<file path="src/rtl/cache_fill_fsm_pkg.sv">
// Shared definitions for the cache miss-fill logic: FSM encoding and
// block/word address geometry.
package cache_fill_fsm_pkg;

  typedef enum logic {
    IDLE = 1'b0,
    FILL = 1'b1
  } fill_state_e;

  localparam logic [15:0] BLOCK_OFFSET_MASK = 16'hFFF0;
  localparam int          WORD_BYTES        = 2;

endpackage

</file>
<file path="src/rtl/cache_fill_fsm_dff.sv">
// Enabled D flip-flop with synchronous active-high reset to a
// parameterised value.
module cache_fill_fsm_dff #(
  parameter int             W       = 1,
  parameter logic [W-1:0]   RST_VAL = '0
) (
  input  logic         clk_i,
  input  logic         rst_i,
  input  logic         en_i,
  input  logic [W-1:0] d_i,
  output logic [W-1:0] q_o
);

  always_ff @(posedge clk_i) begin
    if (rst_i) begin
      q_o <= RST_VAL;
    end else if (en_i) begin
      q_o <= d_i;
    end
  end

endmodule

</file>
<file path="src/rtl/cache_fill_fsm_fill_counter.sv">
// Word counter for one side of a block fill: counts 0..max then raises a
// sticky done flag instead of wrapping, so "all words seen" is one more state.
module cache_fill_fsm_fill_counter #(
  parameter int CNT_W = 3
) (
  input  logic             clk_i,
  input  logic             rst_i,
  input  logic             clr_i,
  input  logic             en_i,
  output logic [CNT_W-1:0] cnt_o,
  output logic             done_o
);

  logic             last;
  logic             step;
  logic [CNT_W-1:0] cnt_d;
  logic             done_d;

  assign last = &cnt_o;
  assign step = en_i & ~done_o;

  always_comb begin
    cnt_d  = cnt_o;
    done_d = done_o;
    if (clr_i) begin
      cnt_d  = '0;
      done_d = 1'b0;
    end else if (step) begin
      // Hold at the top value and flag saturation rather than wrapping.
      if (last) begin
        done_d = 1'b1;
      end else begin
        cnt_d = cnt_o + CNT_W'(1);
      end
    end
  end

  cache_fill_fsm_dff #(.W(CNT_W), .RST_VAL('0)) u_cnt (
    .clk_i (clk_i),
    .rst_i (rst_i),
    .en_i  (1'b1),
    .d_i   (cnt_d),
    .q_o   (cnt_o)
  );

  cache_fill_fsm_dff #(.W(1), .RST_VAL(1'b0)) u_done (
    .clk_i (clk_i),
    .rst_i (rst_i),
    .en_i  (1'b1),
    .d_i   (done_d),
    .q_o   (done_o)
  );

endmodule

</file>
<file path="src/rtl/cache_fill_fsm.sv">
// Miss-fill responder: fetches a 16-byte block word by word from pipelined
// memory, strobes each returned word into the data array, then writes the tag.
module cache_fill_fsm
  import cache_fill_fsm_pkg::*;
#(
  parameter int ADDR_W          = 16,
  parameter int WORDS_PER_BLOCK = 8,
  parameter int CNT_W           = 3
) (
  input  logic              clk,
  input  logic              rst,
  input  logic              miss_detected,
  input  logic [ADDR_W-1:0] miss_address,
  input  logic              memory_data_valid,
  output logic              fsm_busy,
  output logic              mem_en,
  output logic [ADDR_W-1:0] memory_address,
  output logic [ADDR_W-1:0] cache_word_addr,
  output logic [CNT_W-1:0]  fill_word,
  output logic              write_data_array,
  output logic              write_tag_array
);

  fill_state_e       state_q;
  fill_state_e       state_d;
  logic              accept;
  logic              issue_done;
  logic              ret_done;
  logic              ret_last;
  logic [CNT_W-1:0]  issue_cnt;
  logic [CNT_W-1:0]  ret_cnt;
  logic [ADDR_W-1:0] base_q;

  always_ff @(posedge clk) begin
    if (rst) begin
      state_q <= IDLE;
    end else begin
      state_q <= state_d;
    end
  end

  assign ret_last = (ret_cnt == CNT_W'(WORDS_PER_BLOCK - 1));

  always_comb begin
    state_d          = state_q;
    accept           = 1'b0;
    fsm_busy         = 1'b0;
    mem_en           = 1'b0;
    write_data_array = 1'b0;
    write_tag_array  = 1'b0;
    case (state_q)
      IDLE: begin
        // Stall in the same cycle the miss is seen, before the fill starts.
        fsm_busy = miss_detected;
        if (miss_detected) begin
          accept  = 1'b1;
          state_d = FILL;
        end
      end
      FILL: begin
        fsm_busy = 1'b1;
        mem_en   = ~issue_done;
        if (memory_data_valid && !ret_done) begin
          write_data_array = 1'b1;
          if (ret_last) begin
            write_tag_array = 1'b1;
            state_d         = IDLE;
          end
        end
      end
      default: state_d = IDLE;
    endcase
  end

  cache_fill_fsm_dff #(.W(ADDR_W), .RST_VAL('0)) u_base (
    .clk_i (clk),
    .rst_i (rst),
    .en_i  (accept),
    .d_i   (miss_address & ADDR_W'(BLOCK_OFFSET_MASK)),
    .q_o   (base_q)
  );

  cache_fill_fsm_fill_counter #(.CNT_W(CNT_W)) u_issue_cnt (
    .clk_i  (clk),
    .rst_i  (rst),
    .clr_i  (accept),
    .en_i   (mem_en),
    .cnt_o  (issue_cnt),
    .done_o (issue_done)
  );

  cache_fill_fsm_fill_counter #(.CNT_W(CNT_W)) u_ret_cnt (
    .clk_i  (clk),
    .rst_i  (rst),
    .clr_i  (accept),
    .en_i   (write_data_array),
    .cnt_o  (ret_cnt),
    .done_o (ret_done)
  );

  // Word offsets stay inside bits [3:0], so the add never carries into the tag.
  assign memory_address  = base_q + ADDR_W'(WORD_BYTES) * ADDR_W'(issue_cnt);
  assign cache_word_addr = base_q + ADDR_W'(WORD_BYTES) * ADDR_W'(ret_cnt);
  assign fill_word       = ret_cnt;

endmodule

</file>
<file path="config.mk">
export PLATFORM = sky130hd
export DESIGN_NAME = cache_fill_fsm
export DESIGN_NICKNAME = d
export VERILOG_FILES = /design/src/rtl/cache_fill_fsm_pkg.sv /design/src/rtl/cache_fill_fsm_dff.sv /design/src/rtl/cache_fill_fsm_fill_counter.sv /design/src/rtl/cache_fill_fsm.sv
export SDC_FILE = /design/constraint.sdc
export NUM_CORES = 1
export LEC_CHECK = 0
export CELL_PAD_IN_SITES_DETAIL_PLACEMENT = 0
export CELL_PAD_IN_SITES_GLOBAL_PLACEMENT = 2
export CORE_AREA = 2 2 73 75
export CTS_BUF_LIST = sky130_fd_sc_hd__clkbuf_8 sky130_fd_sc_hd__clkbuf_16
export CTS_CLUSTER_DIAMETER = 50
export CTS_CLUSTER_SIZE = 20
export DETAILED_ROUTE_END_ITERATION = 16
export DIE_AREA = 0 0 75 77
export MAX_ROUTING_LAYER = met4
export PLACE_DENSITY_LB_ADDON = 0.1
export SLEW_MARGIN = 20
export SYNTH_ARGS = -nofsm -noshare
export SYNTH_HDL_FRONTEND = slang
export SYNTH_SLANG_ARGS = --single-unit
</file>
<file path="constraint.sdc">
create_clock -name clk -period 2.5 [get_ports clk]
set_input_delay 0.25 -clock clk [delete_from_list [all_inputs] [get_ports clk]]
set_output_delay 0.25 -clock clk [all_outputs]
set_load 0.02 [all_outputs]
</file>
==> flow_summary.yaml, run 1 <==
route:
  avgViaCountPerCell: 3.74
  vias: 818
  drc: 0
  drtAntennaViolNets: 0
  routedWlPerCell_um: 10.6
  first_pass_iters: 4
  wl_mm: 2.33
  dr.first_iter.drc_count: 38
worst_setup_path:
  cpMostUsedCell: "ha_1"
  r2r-start: "u_ret_cnt.u_cnt.q_o[0]"
  worstSetupStartpointType: "register"
  critical_path.max_stage_delay_ns: 0.66
  critical_path.startpoint: "u_ret_cnt.u_cnt.q_o[0]"
  reg2reg_to: "u_ret_cnt.u_cnt.q_o[2]"
  arrival_ns: 1.97
  cp_top_family: "buffers and inverters"
  worstPathCellList: "ha_1, ha_1, nor3b_1, clkdlybuf4s50_1"
  path_max_fanout: 4
  crit_slowest_cell: "clkdlybuf4s50_1"
  crit_cells: 4
  rrSetupSlack_ns: 0.99
  required_ns: 2.25
  critPathCaptureType: "output pin"
  critical_path_class: "reg2out"
  cp-endpoint: "write_tag_array"
  r2r_cells: 5
  critPathBufInv: 1
yosys:
  avgSynthCellArea_sq_um: 8.66
  synthesis.area_sq_um: 961
  yosysTopAreaCellShare_pct: 43.8
  synth_area_leaders: "dfxtp_1 44%, buf_4 14%, nand2_1 9.8%"
  ys_ff_latch: 21
  seq_area_frac_synth_pct: 43.8
  ys_async_sr_fraction_pct: 0
  synth.distinct_cells: 21
  ys_warn_count: 0
  yosysMostFrequentCell: "nand2_1"
  synth_top_cells_by_count: "25 x nand2_1, 21 x dfxtp_1, 18 x buf_4"
  synthFlopType: "dfxtp_1"
  synth_area_leader_cell: "dfxtp_1"
  synth-edff-count: 0
  synthCells: 111
pwr:
  p_comb_share_pct: 22.1
  internal-power_mw: 0.544
  power_mw: 0.744
  ir_drop_mv: 0.187
  pwr-share-seq_pct: 48.6
  p_clk_share_pct: 29.3
  p_sw_share_pct: 27.0
  p_leak_nw: 0.557
  powerDensity_mw_per_mm2: 502
  p_sw_mw: 0.201
floorplanning:
  rows: 26
  die_w_um: 75
  start_util_pct: 19.3
  pin_count: 59
  die-area_sq_mm: 0.00578
  core_area_sq_mm: 0.00498
  die_y_um: 77
clock_tree:
  hold_buffers: 0
  postCtsResizedCells: 0
  cts.clk_slew.worst_paths_ns: 0.08
  htreeDepth: 1
  clkSinkCount: 21
  clockRootBuffer: "clkbuf_8"
  cts_tree: "built"
  cts_buffers: 3
  clock_latency_ns: 0.26
  post_cts_buffers: 0
  cts_buffer_depth: 2
cells_and_area:
  final_net_count: 174
  syn2layout_area_growth_pct: 54.4
  diodes: 0
  drive_above_1_share_pct: 4.70
sta:
  max_freq_mhz: 451
  hold_viol_final: 0
  rsz0062_at_grt: "false"
  fin_setup_tns_ns: 0
  fin_crit_ns: 2.22
  final.setup_skew_ns: 0.00694
  drv_slew: 0
  timing.final.crit_share_pct: 88.7
  setup_viol: 0
global_routing:
  grt_pass1_wl_mm: 3.50
  grt_remaining_overflow: 0
  antenna_found_initial: 0
  grt_pass1_vias: 725
  grt_usage_pct: 8.35
  grt_max_degree: 15
placed_design:
  place_congestion: 0.669
  dpl.hpwl_mm: 1.74
  portBuffers: 52
hold_path:
  min_path_type: "reg2reg"
job:
  drv_cap: 0
outcome:
  status: "finished clean"
## cell type report
type / instances / area, sq um
tap: 70 / 87.6
sequential: 21 / 420
multi-input combinational: 69 / 392
fill: 532 / 3490
timing repair buffer: 54 / 536
clock inverter: 1 / 3.75
inverter: 1 / 3.75
clock buffer: 3 / 41.3
## cells by family after synthesis
family,Yosys count,share of synthesized area (%)
AO/OA/AOI/OAI,14,7.81
XOR/XNOR,2,1.82
adder cells (fa/ha/maj),4,5.21
buffers and inverters,22,15.9
flip-flops,21,43.7
multiplexers,4,4.17
other,1,0.390
AND/OR/NAND/NOR,43,21.0
## metal layers
layer  global-route usage (%)  routed length [um]
met4                     3.75                  21
met5                        -                   0
met2                     12.5                1070
met3                     2.10                 152
met1                     10.5                1080
## sequential cells by signal (all words and copies together), names as in the netlist
register,cells
u_issue_cnt.u_cnt.q_o,3
u_base.q_o,12
state_q,1
u_ret_cnt.u_cnt.q_o,3
u_issue_cnt.u_done.q_o,1
u_ret_cnt.u_done.q_o,1
## power by group through the flow
stage | clock, mW | sequential [mW] | combinational, mW
after CTS | 0.232 | 0.363 | 0.168
after detailed placement | 0 | 0.370 | 0.167
after global placement | 0 | 0.369 | 0.167
after global routing | 0.247 | 0.365 | 0.177
after floorplan | 0 | 0.384 | 0.0809
final | 0.218 | 0.362 | 0.165
## through the flow
stage / instances / setup slack [ns] / hold WS (ns) / utilization, % / area [sq um]
3_3_place_gp: 215 / 0.487 / 0.456 / 28.9 / 1440
6_report: 219 / 0.283 / 0.471 / 29.8 / 1480
5_1_grt: 219 / 0.145 / 0.500 / 29.8 / 1480
3_5_place_dp: 215 / 0.485 / 0.467 / 28.9 / 1440
2_1_floorplan: 112 / 0.836 / 0.319 / - / 965
4_1_cts: 219 / 0.251 / 0.478 / 29.8 / 1480
## tightest hold or removal path: stages (launching register included)
cell	delay (ns)
dfxtp_1	0.32
nand2_1	0.05
a21oi_1	0.05
## worst min-delay path by stage
stage | cells after the start | to | from
floorplan | 1 | u_base.q_o[14] | rst
global route | 2 | u_base.q_o[12] | u_base.q_o[12]
global placement | 2 | u_base.q_o[12] | u_base.q_o[12]
CTS | 2 | u_base.q_o[12] | u_base.q_o[12]
finish | 2 | u_base.q_o[12] | u_base.q_o[12]
detailed placement | 2 | u_base.q_o[12] | u_base.q_o[12]
## cell usage in the layout (no fill, tap or decap)
master,synthesis,routed
nand2_1,25,25
nor2_1,10,10
nor3_1,1,1
inv_1,1,2
nor3b_1,1,1
conb_1,1,2
a31oi_1,1,1
ha_1,4,4
nor2b_1,1,1
clkdlybuf4s50_1,0,52
nand2b_1,2,2
clkbuf_8,0,3
and4bb_2,1,1
xnor2_1,2,2
nor3b_4,1,1
a21oi_1,12,12
mux2i_1,4,4
buf_4,18,2
and2b_1,1,1
a41oi_1,1,1
dfxtp_1,21,21
Power figures use the tool's default switching activity.
==> run 2, diff against run 1 <==
--- a/config.mk
+++ b/config.mk
@@ -15,6 +15,7 @@
 export DIE_AREA = 0 0 75 77
 export MAX_ROUTING_LAYER = met4
 export PLACE_DENSITY_LB_ADDON = 0.1
+export SETUP_SLACK_MARGIN = 0.2
 export SLEW_MARGIN = 20
 export SYNTH_ARGS = -nofsm -noshare
 export SYNTH_HDL_FRONTEND = slang
==> run 2 against run 1 <==
Power is the same; largest cell class unchanged; non-clock buffer count is the same; highest routed layer unchanged; critical path type unchanged; utilization up 0.050 points; count of clock-buffer cells in the layout stayed put; largest power group unchanged; worst setup slack improved by 0.41 ns; via count unchanged; sequential cell count unchanged; combinational power about the same; sequential share of layout area about the same; sequential power about the same; final cell count unchanged.
==> flow_summary.yaml, run 2 (synthesized netlist as in run 1, its figures left out) <==
outcome:
  status: "finished clean"
cells_and_area:
  final_net_count: 174
  final_core_util_pct: 29.9
  syn2layout_area_growth_pct: 54.7
  drive_above_1_share_pct: 4.70
  final_common_cell: "clkdlybuf4s50_1"
  regMostFlops: "u_base.q_o"
  reg.largest.list: "u_base.q_o: 12 flops, u_issue_cnt.u_cnt.q_o: 3 flops, u_ret_cnt.u_cnt.q_o: 3 flops"
  fin_cells: 219
  mostFrequentLayoutCells: "51 x clkdlybuf4s50_1, 25 x nand2_1, 21 x dfxtp_1"
  largest_register_ffs: 12
  diodes: 0
sta:
  fin_setup_tns_ns: 0
  hold_viol_final: 0
  rsz0062_at_grt: "false"
  timing.final.crit_share_pct: 72.5
  setup_viol: 0
  fin_crit_ns: 1.81
  final.setup_skew_ns: 0.00694
  max_freq_mhz: 552
  drv_slew: 0
pwr:
  p_sw_share_pct: 27.0
  p_comb_share_pct: 22.1
  powerDensity_mw_per_mm2: 501
  p_clk_share_pct: 29.3
  p_leak_nw: 0.576
  ir_drop_mv: 0.187
  internal-power_mw: 0.544
  pwr-share-seq_pct: 48.6
  p_sw_mw: 0.201
  power_mw: 0.744
floorplanning:
  core_area_sq_mm: 0.00498
  start_util_pct: 19.3
  die_w_um: 75
  die-area_sq_mm: 0.00578
  die_y_um: 77
  pin_count: 59
  rows: 26
placed_design:
  dpl.hpwl_mm: 1.74
  place_congestion: 0.669
  dp.cells: 215
  portBuffers: 52
clock_tree:
  cts_buffers: 3
  cts_tree: "built"
  htreeDepth: 1
  cts.clk_slew.worst_paths_ns: 0.08
  clock_latency_ns: 0.26
  clkSinkCount: 21
  cts_buffer_depth: 2
  clockRootBuffer: "clkbuf_8"
  hold_buffers: 0
global_routing:
  grt_pass1_wl_mm: 3.50
  grt_remaining_overflow: 0
  grt_max_degree: 15
  grt_usage_pct: 8.35
  grt_pass1_vias: 725
  antenna_found_initial: 0
route:
  drtAntennaViolNets: 0
  first_pass_iters: 4
  vias: 818
  routedWlPerCell_um: 10.6
  avgViaCountPerCell: 3.74
  drc: 0
  wl_mm: 2.33
  dr.first_iter.drc_count: 38
worst_setup_path:
  arrival_ns: 1.56
  critPathCaptureType: "output pin"
  critical_path.max_stage_delay_ns: 0.41
  path_max_fanout: 4
  crit_slowest_cell: "dfxtp_1"
  worstPathCellList: "ha_1, ha_1, nor3b_1, dlymetal6s2s_1"
  critical_path_class: "reg2out"
  worstSetupStartpointType: "register"
  cpMostUsedCell: "ha_1"
  required_ns: 2.25
job:
  drv_cap: 0
hold_path:
  min_path_type: "reg2reg"
==> run 2: changes by cell type in the layout (fill, tap and decap cells not counted), sizes merged <==
cell,change
clkdlybuf4s50,-1
dlymetal6s2s,+1
==> run 2: what timing repair did <==
item / CTS / global route
endpoints found under the setup margin: 0 / 1
endpoints found under the hold margin: 0 / 0
gates resized for setup: 0 / 1
setup buffers: 0 / 0
==> run 2: critical path, delay by kind of cell (launching register included) <==
| family | cells | cell delay (ns) |
|---|---|---|
| flops | 1 | 0.41 |
| buf+inv | 1 | 0.27 |
| simple gates | 1 | 0.25 |
| fa+ha+maj | 2 | 0.39 |
==> run 2: cell type report <==
type	count	area [sq um]
clock buffers	3	41.3
clock inverters	1	3.75
fillers	531	3490
inverters	1	3.75
multi-input cells	69	392
flip-flops and latches	21	420
well taps	70	87.6
repair buffers	54	538
==> run 2: worst paths after layout <==
kind | end | slack [ns] | start | cells after the start
hold / removal | u_base.q_o[12] | 0.47 | u_base.q_o[12] | 2
setup / recovery | write_tag_array | 0.69 | u_ret_cnt.u_cnt.q_o[0] | 4
setup reg to reg | u_ret_cnt.u_cnt.q_o[2] | 0.99 | u_ret_cnt.u_cnt.q_o[0] | 5
hold reg to reg | u_base.q_o[12] | 0.47 | u_base.q_o[12] | 2
==> run 2: per-layer routing <==
layer	part of all wire, %	vias to the layer above	track usage (%)
met5	0	-	-
met4	0.90	0	3.75
met3	6.5	2	2.10
met2	46	30	12.5
met1	46	367	10.5
li1	-	419	-
==> run 2: stage by stage <==
step / setup WS [ns] / hold WS, ns / cell area, sq um
2_1_floorplan: 0.836 / 0.319 / 965
3_3_place_gp: 0.487 / 0.456 / 1440
3_5_place_dp: 0.485 / 0.467 / 1440
4_1_cts: 0.251 / 0.478 / 1480
5_1_grt: 0.549 / 0.500 / 1490
6_report: 0.689 / 0.471 / 1490
==> run 2: power by group through the flow <==
stage | Sequential (mW) | Clock (mW) | Combinational [mW]
CTS | 0.363 | 0.232 | 0.168
floorplan | 0.384 | 0 | 0.0809
finish | 0.362 | 0.218 | 0.165
global placement | 0.369 | 0 | 0.167
detailed placement | 0.370 | 0 | 0.167
global route | 0.365 | 0.247 | 0.177
==> run 3, diff against run 2 <==
--- a/config.mk
+++ b/config.mk
@@ -7,12 +7,12 @@
 export LEC_CHECK = 0
 export CELL_PAD_IN_SITES_DETAIL_PLACEMENT = 0
 export CELL_PAD_IN_SITES_GLOBAL_PLACEMENT = 2
-export CORE_AREA = 2 2 73 75
+export CORE_AREA = 2 2 75 77
 export CTS_BUF_LIST = sky130_fd_sc_hd__clkbuf_8 sky130_fd_sc_hd__clkbuf_16
 export CTS_CLUSTER_DIAMETER = 50
 export CTS_CLUSTER_SIZE = 20
 export DETAILED_ROUTE_END_ITERATION = 16
-export DIE_AREA = 0 0 75 77
+export DIE_AREA = 0 0 77 79
 export MAX_ROUTING_LAYER = met4
 export PLACE_DENSITY_LB_ADDON = 0.1
 export SETUP_SLACK_MARGIN = 0.2
==> constraint.sdc (replaced) <==
create_clock -name clk -period 1.74 [get_ports clk]
set_input_delay 0.174 -clock clk [delete_from_list [all_inputs] [get_ports clk]]
set_output_delay 0.174 -clock clk [all_outputs]
set_load 0.02 [all_outputs]
==> run 3 against run 2 <==
Register-to-register slack worse by 0.67 ns; sequential cell count stayed put; clock power is 52% higher; global-route usage is 0.43 points lower; wire length is 3.1% higher; sequential share of layout area is 1.2 points lower; critical path depth is 2 lower; final cell count is 3.7% higher; die area is 5.3% higher; sequential power is 43% higher; via count is 2.8% higher.
==> flow_summary.yaml, run 3 (synthesized netlist as in run 1, its figures left out) <==
outcome:
  status: "finished clean"
job:
  drv_cap: 0
pwr:
  p_sw_share_pct: 28.0
  p_sw_mw: 0.306
  p_leak_nw: 0.624
  ir_drop_mv: 0.373
  pwr-share-seq_pct: 47.3
  internal-power_mw: 0.788
  power_mw: 1.09
  powerDensity_mw_per_mm2: 698
  p_clk_share_pct: 30.2
  p_comb_share_pct: 22.5
floorplanning:
  pin_count: 59
  rows: 27
  die_w_um: 77
  die_y_um: 79
  die-area_sq_mm: 0.00608
  start_util_pct: 18.0
  core_area_sq_mm: 0.00534
sta:
  hold_viol_final: 0
  rsz0062_at_grt: "true"
  setup_viol: 0
  timing.hold.ws_ns: 0.454
  drv_slew: 0
  timing.final.crit_share_pct: 86.2
  fin_crit_ns: 1.50
  max_freq_mhz: 667
  final.setup_skew_ns: 0.00163
worst_setup_path:
  critPathCaptureType: "output pin"
  arrival_ns: 1.33
  critical_path_class: "reg2out"
  required_ns: 1.57
  worstSetupStartpointType: "register"
  path_max_fanout: 3
  r2r_cells: 5
  r2r-start: "u_issue_cnt.u_cnt.q_o[0]"
  reg2reg_to: "u_issue_cnt.u_cnt.q_o[2]"
  rrSetupSlack_ns: 0.32
cells_and_area:
  reg.largest.list: "u_base.q_o: 12 flops, u_issue_cnt.u_cnt.q_o: 3 flops, u_ret_cnt.u_cnt.q_o: 3 flops"
  diodes: 0
  regMostFlops: "u_base.q_o"
  final_common_cell: "clkdlybuf4s50_1"
  mostFrequentLayoutCells: "46 x clkdlybuf4s50_1, 25 x nand2_1, 18 x dfxtp_1"
  syn2layout_area_growth_pct: 63.2
  final_net_count: 180
  drive_above_1_share_pct: 14.2
  largest_register_ffs: 12
global_routing:
  grt_remaining_overflow: 0
  grt_pass1_vias: 800
  grt_usage_pct: 7.92
  grt_max_degree: 14
  antenna_found_initial: 0
  grt_pass1_wl_mm: 3.73
clock_tree:
  clkSinkCount: 21
  clockRootBuffer: "clkbuf_8"
  cts_tree: "built"
  clock_latency_ns: 0.26
  cts_buffer_depth: 2
  cts_buffers: 3
  cts.clk_slew.worst_paths_ns: 0.08
  htreeDepth: 1
route:
  wl_mm: 2.40
  first_pass_iters: 3
  routedWlPerCell_um: 10.6
  routedLengthMet1_mm: 1.06
  dr.first_iter.drc_count: 19
  drc: 0
  top_layer_used: "met4"
  vias: 841
  drtAntennaViolNets: 0
  dr_wl_met3_um: 156
  wl_met2_mm: 1.17
  avgViaCountPerCell: 3.70
placed_design:
  portBuffers: 52
  place_congestion: 0.665
  dpl.hpwl_mm: 1.78
hold_path:
  worstHoldPathCells: 3
  min_from: "miss_address[11]"
  min_path_type: "in2reg"
  worstHoldEndpoint: "u_base.q_o[11]"
==> run 3: through the flow <==
step / cells / TNS, ns / setup WS [ns] / cell area, sq um / util (%)
floorplan: 112 / 0 / 0.267 / 970 / -
global placement: 223 / 0 / 0.0107 / 1490 / 27.9
detailed placement: 223 / -0.00939 / -0.00939 / 1490 / 27.9
CTS: 227 / 0 / 0.0674 / 1530 / 28.7
global route: 227 / 0 / 0.189 / 1570 / 29.4
finish: 227 / 0 / 0.240 / 1570 / 29.4
==> run 3: cell type report <==
type,count,area (sq um)
Timing Repair Buffer,60,583
Multi-Input combinational cell,69,420
Tap cell,72,90.1
Clock buffer,3,41.3
Fill cell,588,3770
Clock inverter,1,5.00
Inverter,1,3.75
Sequential cell,21,424
==> run 3: worst max-delay path, stage by stage (launching register included) <==
cell and delay [ns]:
dfxtp_2 0.35, buf_4 0.12, clkdlybuf4s50_1 0.59
==> run 3: worst max path at each step <==
stage / startpoint / to / slack [ns] / depth (start not counted)
finish: u_ret_cnt.u_cnt.q_o[1] / cache_word_addr[2] / 0.24 / 2
global route: u_ret_cnt.u_cnt.q_o[1] / cache_word_addr[2] / 0.19 / 2
CTS: u_ret_cnt.u_cnt.q_o[0] / write_tag_array / 0.07 / 4
detailed placement: memory_data_valid / write_tag_array / -0.009 / 4
global placement: memory_data_valid / write_tag_array / 0.01 / 4
floorplan: u_ret_cnt.u_cnt.q_o[0] / u_ret_cnt.u_cnt.q_o[1] / 0.27 / 5
==> run 3: per-layer routing <==
metal	GRT usage (%)	up-vias
li1	-	426
met1	9.14	383
met2	13.6	30
met3	2.61	2
met4	1.61	0
met5	-	-
==> run 3: power by group through the flow <==
stage	combinational, mW	clock (mW)	sequential [mW]
global route	0.263	0.366	0.522
detailed placement	0.253	0	0.528
floorplan	0.116	0	0.552
CTS	0.251	0.350	0.517
global placement	0.253	0	0.527
finish	0.246	0.331	0.518
==> run 3: timing repair <==
item                                    4_1_cts  5_1_grt
pin swaps                                     0        1
gates resized for setup                       4       15
endpoints found under the setup margin        4        4
hold buffers                                  0        0
cloned                                        0        0
hold endpoints to repair                      0        0
setup buffers                                 0        0
==> edit (flow settings as in run 2) <==
`CNT_W` is set to 3 in 2 places; all go to 4.
--- a/src/rtl/cache_fill_fsm_fill_counter.sv
+++ b/src/rtl/cache_fill_fsm_fill_counter.sv
@@ -3,3 +3,3 @@
 module cache_fill_fsm_fill_counter #(
-  parameter int CNT_W = 3
+  parameter int CNT_W = 4
 ) (
--- a/src/rtl/cache_fill_fsm.sv
+++ b/src/rtl/cache_fill_fsm.sv
@@ -7,3 +7,3 @@
   parameter int WORDS_PER_BLOCK = 8,
-  parameter int CNT_W           = 3
+  parameter int CNT_W           = 4
 ) (
Interface: changed (resized fill_word); port bits go from 59 to 60. No check against the original RTL was run, so the function may have changed too.
==> edit against run 2 <==
Setup slack worse by 0.31 ns. Sequential share of layout area decreased by 4.9 points. Power is 8.1% higher. Combinational power is 2% higher. Sequential cell count is 2 higher. Global-route usage increased by 3.8 points. Highest routed layer unchanged. Critical path depth unchanged. Area after synthesis grew 43%. Routed wire length rose by 47%. Maximum frequency down 15%. Design area up 33%.
==> edit: results <==
metrics = {
    "logic_synthesis": {
        "synth_common_cells": "nand2_1, dfxtp_1, a21oi_1, xor2_1",
        "yosysSeqAreaShare_pct": 33.4,
        "synthArstFlopShare_pct": 0,
        "syn_area_per_cell_um2": 7.88,
        "yosysMostFrequentCell": "nand2_1",
        "yosys-top-cells-area": "dfxtp_1, nand2_1, a21oi_1, xor2_1, buf_4",
        "synth.distinct_cells": 27,
    },
    "place": {
        "dp_hpwl_mm": 2.75,
        "io_buffer_count": 53,
        "gp_congestion": 0.777,
    },
    "clocking": {
        "clock_latency_ns": 0.26,
        "htree_levels": 1,
        "cts_resized": 18,
        "cts.clk_slew.worst_paths_ns": 0.08,
        "cts_root_buf": "clkbuf_8",
    },
    "drt": {
        "drt-initial-drc-count": 38,
        "routed_wl_mm": 3.41,
        "avgViaCountPerCell": 4.53,
        "drtPass1Iterations": 4,
    },
    "global_route": {
        "grt_pass1_vias": 1177,
        "grt_usage_pct": 12.2,
        "grt_max_degree": 15,
        "grt_first_pass_wirelength_mm": 5.44,
    },
    "timing": {
        "finalSetupViolations": 0,
        "fin_skew_ns": 0.00142,
    },
    "cells_and_area": {
        "nNonClkInverters": 3,
        "nonClkBufAreaFrac_pct": 27.9,
        "regArea_um2": 463,
        "clk_share_pct": 2.34,
        "nNetsFinal": 249,
        "design.seq.count": 23,
        "largestRegisters": "u_base.q_o x12, u_issue_cnt.u_cnt.q_o x4, u_ret_cnt.u_cnt.q_o x4",
        "num-nonclk-buffers": 58,
        "fillerInstances": 541,
        "multi_input_area_share_pct": 41.4,
        "drive_gt1_share_pct": 8.56,
        "layout.cells.non_filler": 292,
        "comb.multi_input.count": 134,
    },
    "setup_path": {
        "r2r_slack_ns": 1.13,
        "reg2reg_depth": 4,
        "max_stage_delay_ns": 0.62,
        "crit_fanout": 5,
        "r2r_end": "u_ret_cnt.u_cnt.q_o[0]",
        "path_class": "register to primary output",
        "cpMaxStageDelayCell": "clkdlybuf4s50_1",
        "r2r-start": "u_ret_cnt.u_cnt.q_o[0]",
        "cpLargestDelayFamily": "buffers and inverters",
        "crit_start": "u_issue_cnt.u_cnt.q_o[3]",
        "crit_end": "memory_address[7]",
    },
    "min_path": {
        "hold_end": "u_issue_cnt.u_done.q_o",
        "worstHoldPathType": "register to register",
        "min_from": "u_issue_cnt.u_done.q_o",
    },
    "status": {
        "status": "completed",
    },
    "power_and_ir_drop": {
        "ir_worst_vdd_v": 0.000167,
        "p_leak_nw": 0.862,
    },
}
[edit: changes by cell type in the layout (fill, tap and decap cells not counted), sizes merged, moves of 6 or more]
cell / before / now
a21oi: 12 / 21
clkdlybuf4s50: 51 / 35
dlygate4sd2: 0 / 14
nand2: 25 / 34
nand3: 0 / 9
nor3: 1 / 10
xnor2: 2 / 8
xor2: 0 / 12
[edit: cells by family after synthesis]
group                    count (synthesis)  share of synthesized area (%)
AND/OR/NAND/NOR                         78                           29.2
other                                    1                          0.272
buffers and inverters                   19                           8.35
AO/OA/AOI/OAI                           28                           10.6
adder cells (fa/ha/maj)                  6                           5.44
XOR/XNOR                                20                           12.7
flip-flops                              23                           33.4
[edit: per-stage QoR]
| stage | utilization, % | hold WS (ns) | cell area (µm²) | setup WS (ns) | power [mW] |
|---|---|---|---|---|---|
| 3_5_place_dp | 38.9 | 0.451 | 1930 | 0.300 | 0.595 |
| 5_1_grt | 39.8 | 0.513 | 1980 | 0.253 | 0.853 |
| 3_3_place_gp | 38.9 | 0.439 | 1930 | 0.310 | 0.593 |
| 6_report | 39.8 | 0.463 | 1980 | 0.379 | 0.805 |
| 4_1_cts | 39.6 | 0.472 | 1970 | 0.102 | 0.823 |
| 2_1_floorplan | - | 0.319 | 1380 | 0.702 | 0.509 |
[edit: power by group]
part | total [mW] | switching [mW] | internal (mW)
registers | 0.405 | 0.0241 | 0.381
logic | 0.169 | 0.0878 | 0.0810
clock network | 0.232 | 0.120 | 0.111
total | 0.805 | 0.232 | 0.573
[edit: routing by layer]
layer	GRT usage, %	part of all wire (%)	vias up
li1	-	-	681
met1	14.3	42	603
met2	20.7	52	36
met3	1.71	5.7	2
met4	4.29	0.50	0
met5	-	0	-
